<file path="src/rtl/rca_pkg.sv">
// rtl/rca_pkg.sv - shared width and word type for the ripple-carry adder slice
package rca_pkg;
  localparam int RCA_WIDTH = 4;
  typedef logic [RCA_WIDTH-1:0] rca_word_t;
endpackage

</file>
<file path="src/rtl/ripple_carry_adder_4bit_if.sv">
// rtl/ripple_carry_adder_4bit_if.sv - operand/result bundle for the adder
// Ovf/Ovf_q exist only when RCA_OVERFLOW_EN is defined.
interface ripple_carry_adder_4bit_if
  import rca_pkg::*;
#(
  parameter int WIDTH = RCA_WIDTH
);
  logic [WIDTH-1:0] A;
  logic [WIDTH-1:0] B;
  logic             Cin;
  logic             in_valid;
  logic [WIDTH-1:0] Sum;
  logic             Cout;
  logic [WIDTH-1:0] Sum_q;
  logic             Cout_q;
  logic             out_valid;
`ifdef RCA_OVERFLOW_EN
  logic             Ovf;
  logic             Ovf_q;

  modport master (
    output A, B, Cin, in_valid,
    input  Sum, Cout, Sum_q, Cout_q, out_valid, Ovf, Ovf_q
  );
  modport slave (
    input  A, B, Cin, in_valid,
    output Sum, Cout, Sum_q, Cout_q, out_valid, Ovf, Ovf_q
  );
`else
  modport master (
    output A, B, Cin, in_valid,
    input  Sum, Cout, Sum_q, Cout_q, out_valid
  );
  modport slave (
    input  A, B, Cin, in_valid,
    output Sum, Cout, Sum_q, Cout_q, out_valid
  );
`endif
endinterface

</file>
<file path="src/rtl/full_adder_1bit.sv">
// rtl/full_adder_1bit.sv - single full-adder cell used in the carry chain
module full_adder_1bit (
  input  logic a,
  input  logic b,
  input  logic ci,
  output logic s,
  output logic co
);
  logic p;

  assign p  = a ^ b;
  assign s  = p ^ ci;
  assign co = (a & b) | (ci & p);
endmodule

</file>
<file path="src/rtl/ripple_carry_adder_4bit.sv">
// rtl/ripple_carry_adder_4bit.sv - ripple-carry adder with a registered result copy
// Optional signed overflow outputs under RCA_OVERFLOW_EN.
module ripple_carry_adder_4bit
  import rca_pkg::*;
#(
  parameter int WIDTH = RCA_WIDTH
) (
  input  logic                     clk,
  input  logic                     rst_n,
  ripple_carry_adder_4bit_if.slave bus
);
  logic [WIDTH:0]   c;
  logic [WIDTH-1:0] s;

  assign c[0] = bus.Cin;

  for (genvar i = 0; i < WIDTH; i++) begin : g_cell
    full_adder_1bit u_fa (
      .a  (bus.A[i]),
      .b  (bus.B[i]),
      .ci (c[i]),
      .s  (s[i]),
      .co (c[i+1])
    );
  end

  assign bus.Sum  = s;
  assign bus.Cout = c[WIDTH];

`ifdef RCA_OVERFLOW_EN
  // Carry into the sign bit disagreeing with carry out marks signed overflow.
  assign bus.Ovf = c[WIDTH] ^ c[WIDTH-1];

  always_ff @(posedge clk) begin
    if (!rst_n) begin
      bus.Sum_q     <= '0;
      bus.Cout_q    <= 1'b0;
      bus.Ovf_q     <= 1'b0;
      bus.out_valid <= 1'b0;
    end else if (bus.in_valid) begin
      bus.Sum_q     <= s;
      bus.Cout_q    <= c[WIDTH];
      bus.Ovf_q     <= c[WIDTH] ^ c[WIDTH-1];
      bus.out_valid <= 1'b1;
    end else begin
      bus.out_valid <= 1'b0;
    end
  end
`else
  always_ff @(posedge clk) begin
    if (!rst_n) begin
      bus.Sum_q     <= '0;
      bus.Cout_q    <= 1'b0;
      bus.out_valid <= 1'b0;
    end else if (bus.in_valid) begin
      bus.Sum_q     <= s;
      bus.Cout_q    <= c[WIDTH];
      bus.out_valid <= 1'b1;
    end else begin
      bus.out_valid <= 1'b0;
    end
  end
`endif
endmodule

</file>
<file path="src/flat_wrapper.sv">
// flat-port wrapper written by rule: the top's interface ports become plain ports
module ripple_carry_adder_4bit_flat import rca_pkg::*;
#(
  parameter int WIDTH = RCA_WIDTH
)
  (clk, rst_n, bus_A, bus_B, bus_Cin, bus_in_valid, bus_Sum, bus_Cout, bus_Sum_q, bus_Cout_q, bus_out_valid);
  ripple_carry_adder_4bit_if #(.WIDTH(WIDTH)) bus_i ();
  input  logic clk;
  input  logic rst_n;
  input wire logic [$bits(bus_i.A)-1:0] bus_A;
  input wire logic [$bits(bus_i.B)-1:0] bus_B;
  input wire logic [$bits(bus_i.Cin)-1:0] bus_Cin;
  input wire logic [$bits(bus_i.in_valid)-1:0] bus_in_valid;
  output wire logic [$bits(bus_i.Sum)-1:0] bus_Sum;
  output wire logic [$bits(bus_i.Cout)-1:0] bus_Cout;
  output wire logic [$bits(bus_i.Sum_q)-1:0] bus_Sum_q;
  output wire logic [$bits(bus_i.Cout_q)-1:0] bus_Cout_q;
  output wire logic [$bits(bus_i.out_valid)-1:0] bus_out_valid;
  assign bus_i.A = bus_A;
  assign bus_i.B = bus_B;
  assign bus_i.Cin = bus_Cin;
  assign bus_i.in_valid = bus_in_valid;
  assign bus_Sum = bus_i.Sum;
  assign bus_Cout = bus_i.Cout;
  assign bus_Sum_q = bus_i.Sum_q;
  assign bus_Cout_q = bus_i.Cout_q;
  assign bus_out_valid = bus_i.out_valid;
  ripple_carry_adder_4bit #(.WIDTH(WIDTH)) u_core (.clk(clk), .rst_n(rst_n), .bus(bus_i));
endmodule
</file>
<file path="config.mk">
export PLATFORM = sky130hd
export DESIGN_NAME = ripple_carry_adder_4bit_flat
export DESIGN_NICKNAME = d
export VERILOG_FILES = /design/src/rtl/rca_pkg.sv /design/src/rtl/ripple_carry_adder_4bit_if.sv /design/src/rtl/full_adder_1bit.sv /design/src/rtl/ripple_carry_adder_4bit.sv /design/src/flat_wrapper.sv
export SDC_FILE = /design/constraint.sdc
export NUM_CORES = 1
export LEC_CHECK = 0
export ABC_AREA = 1
export CORE_AREA = 4 4 41 43
export CTS_BUF_LIST = sky130_fd_sc_hd__clkbuf_4 sky130_fd_sc_hd__clkbuf_8 sky130_fd_sc_hd__clkbuf_16
export CTS_CLUSTER_DIAMETER = 40
export DETAILED_ROUTE_END_ITERATION = 12
export DIE_AREA = 0 0 45 47
export PLACE_DENSITY = 0.65
export SLEW_MARGIN = 40
export SYNTH_ARGS = -nofsm -noshare
export SYNTH_HDL_FRONTEND = slang
export SYNTH_SLANG_ARGS = --single-unit
export TNS_END_PERCENT = 1
</file>
<file path="constraint.sdc">
create_clock -name clk -period 1.8 [get_ports clk]
set_input_delay 0.18 -clock clk [delete_from_list [all_inputs] [get_ports clk]]
set_output_delay 0.18 -clock clk [all_outputs]
set_load 0.02 [all_outputs]
</file>
==> results.cfg <==
[worst_setup_path]
cp-endpoint = bus_Sum[3]
path_class = in -> out
cp-start-kind = input port
r2r_start = u_core.bus.Sum_q[1]
cp_slowest_cell = fa_2
critPathArrivalTime_ns = 1.90
cp_max_fo = 2
critPathLaunch = bus_Cin
cp.required_ns = 1.62
cp_num_cells = 10
rrSetupSlack_ns = 1.20
crit_top_cell = fa_2
path_delay_family = adder cells
cpPeakStageDelay_ns = 0.43
crit_buf_inv = 6
cp-end-kind = primary output
cp_cell_sequence = buf_6, inv_4, fa_2, inv_2, fa_2, fa_2, inv_2, fa_2, inv_1, buf_6
reg2reg_depth = 2
rr_endpoint = u_core.bus.Sum_q[1]

[cells_and_area]
antenna_cells = 0
final_cell_mix = clkdlybuf4s50_1, nor2_1, inv_1, nand2_1, dfxtp_1
stdcell_area_sq_um = 614.3
final_common_cell = clkdlybuf4s50_1
synthToLayoutAreaGrowth_pct = 69.90
drive_above_1_share = 0.3235
final_net_count = 86

[grt]
grt_max_degree = 11
grt_overflow = 0
grt_use_total = 0.08730
antenna_found_initial = 0
grt_pass1_vias = 348
grt_pass1_wl_um = 1255

[power]
p_leak_nw = 0.3042
finalPower_w = 0.0004676
power_density_mw_per_mm2 = 761.2
irDropWorstVdd_v = 0.0003785

[placed_design]
finalWeightedCongestion = 0.6743
postPlaceCellArea_sq_um = 571.8
io_buffers = 22
hpwlAfterDp_um = 610.2

[yosys]
synthCells = 46
syn-num-nets = 62
synth_compound_area_frac = 0.04152
synthMuxAreaShare = 0
synth-simple-area-share = 0.1557
netlist_area_sq_um = 361.6
synth_xor_area_frac = 0
yosysSeqAreaShare = 0.3322
yosysWarningCount = 0
avgSynthCellArea_sq_um = 7.861
netlist-cell-type-count = 9
synthAdderAreaFrac = 0.2215
ys_seq_elements = 6
synth_top_family_by_area = buffers and inverters

[sta]
tightest_slew_ns = 0.3261
setup-violations-final = 3
grt_setup_unrepaired = yes
timing.slew.headroom = 0.7819
fin_crit_sh = 1.155
timing.hold.ws_ns = 0.4281
fin_skew_ns = 0
max_freq_ghz = 0.4810
layout_min_cycle_time_ns = 2.079
setup_ws_ns = -0.2789
drv_slew = 0
hold_viol = 0

[route]
ant_nets = 0
wl_per_cell_um = 8.735
first_pass_iters = 1
vias_per_cell = 4.000
drt-total-wl_um = 725
drc = 0
drtIter0Drc = 0
num_vias = 332

[outcome]
outcome = finished, violations left
violations = setup timing

[clock_tree]
ctsLongestPathBuffers = 2
insertion_delay_ns = 0.24
numCtsBuffers = 3
clock-sinks = 6
htree_levels = 1
tritoncts = yes
clockRootBuffer = clkbuf_4
cts_hold_buffers = 0
clkSlewWorstSetupHoldPaths_ns = 0.05

[floorplanning]
ios = 23
die_area_sq_mm = 0.002115
die_w_um = 45
rows = 13
initial_utilization = 0.2779
core_area_sq_mm = 0.001301
dieHeight_um = 47

[job]
cap_violations = 0

[worst_hold_path]
hold_class = in -> reg
-- sequential cells by signal (all words and copies together), names as in the netlist --
| signal | flops |
|---|---|
| u_core.bus.Cout_q | 1 |
| u_core.bus.out_valid | 1 |
| u_core.bus.Sum_q | 4 |
-- worst register-to-register path, delay by kind of cell, from the launching register on --
kind / cells / cell delay, ns
AO/OA/AOI/OAI: 1 / 0.14
flip-flops: 1 / 0.31
AND/OR/NAND/NOR: 1 / 0.05
-- routing by layer --
metal  wire [um]  up-vias  track usage
met5           0        -            0
met4           0        0      0.01754
met3         113        0      0.07663
met2         363       15       0.1497
li1            -      169            -
met1         248      148      0.07834
-- worst min path at each step --
stage          cells past startpoint              start                    to  slack [ns]
2_1_floorplan                      2              rst_n  u_core.bus.out_valid        0.28
3_3_place_gp                       2  u_core.bus.Cout_q     u_core.bus.Cout_q        0.46
3_5_place_dp                       2  u_core.bus.Cout_q     u_core.bus.Cout_q        0.46
4_1_cts                            6            bus_Cin   u_core.bus.Sum_q[0]        0.43
5_1_grt                            6           bus_A[0]   u_core.bus.Sum_q[0]        0.45
6_report                           6           bus_A[0]   u_core.bus.Sum_q[0]        0.43
-- kinds of logic after synthesis --
logic type                 count (synthesis)
DFF                                        6
and+or+nand+nor                           15
buffers and inverters                     18
adders and majority gates                  4
AOI/OAI and AO/OA                          3
-- report_power, final --
| part | total, W | switching, W | internal [W] |
|---|---|---|---|
| sequential | 0.000150 | 0.00000512 | 0.000145 |
| clock | 0.000127 | 0.0000515 | 0.0000756 |
| combinational | 0.000191 | 0.0000915 | 0.0000991 |
| total | 0.000468 | 0.000148 | 0.000320 |
-- repair_timing --
action / CTS / global route
pin swaps: 4 / 4
cloned: 0 / 0
gates resized for setup: 38 / 5
setup buffers: 1 / 0
endpoints found under the setup margin: 8 / 4
-- metrics by stage --
stage	instances	TNS, ns	setup slack (ns)	util
after floorplan	46	-0.1930	-0.1441	-
final	83	-0.3349	-0.2789	0.4721
after CTS	83	-0.4972	-0.3206	0.4635
after global routing	83	-0.5856	-0.3486	0.4721
after detailed placement	79	-5.245	-1.107	0.4394
after global placement	79	-5.087	-1.097	0.4394
-- Yosys cell counts --
library cell  number  area (sq um)
o21ai_1            3         15.01
buf_4              4         30.03
fa_1               4         80.08
nand2_1            6         22.52
inv_2              1         3.750
nor2_1             9         33.78
inv_1             12         45.04
dfxtp_1            6         120.1
buf_6              1         11.26
-- area by class of cell --
type                    count  area (sq um)
fillers                   142         686.9
repair buffers             24         235.2
multi-input cells          22         161.4
flip-flops and latches      6         120.1
inverters                  13         56.30
clock buffers               3         22.52
well taps                  15         18.77
No activity file was read; power rests on OpenSTA's default activity.
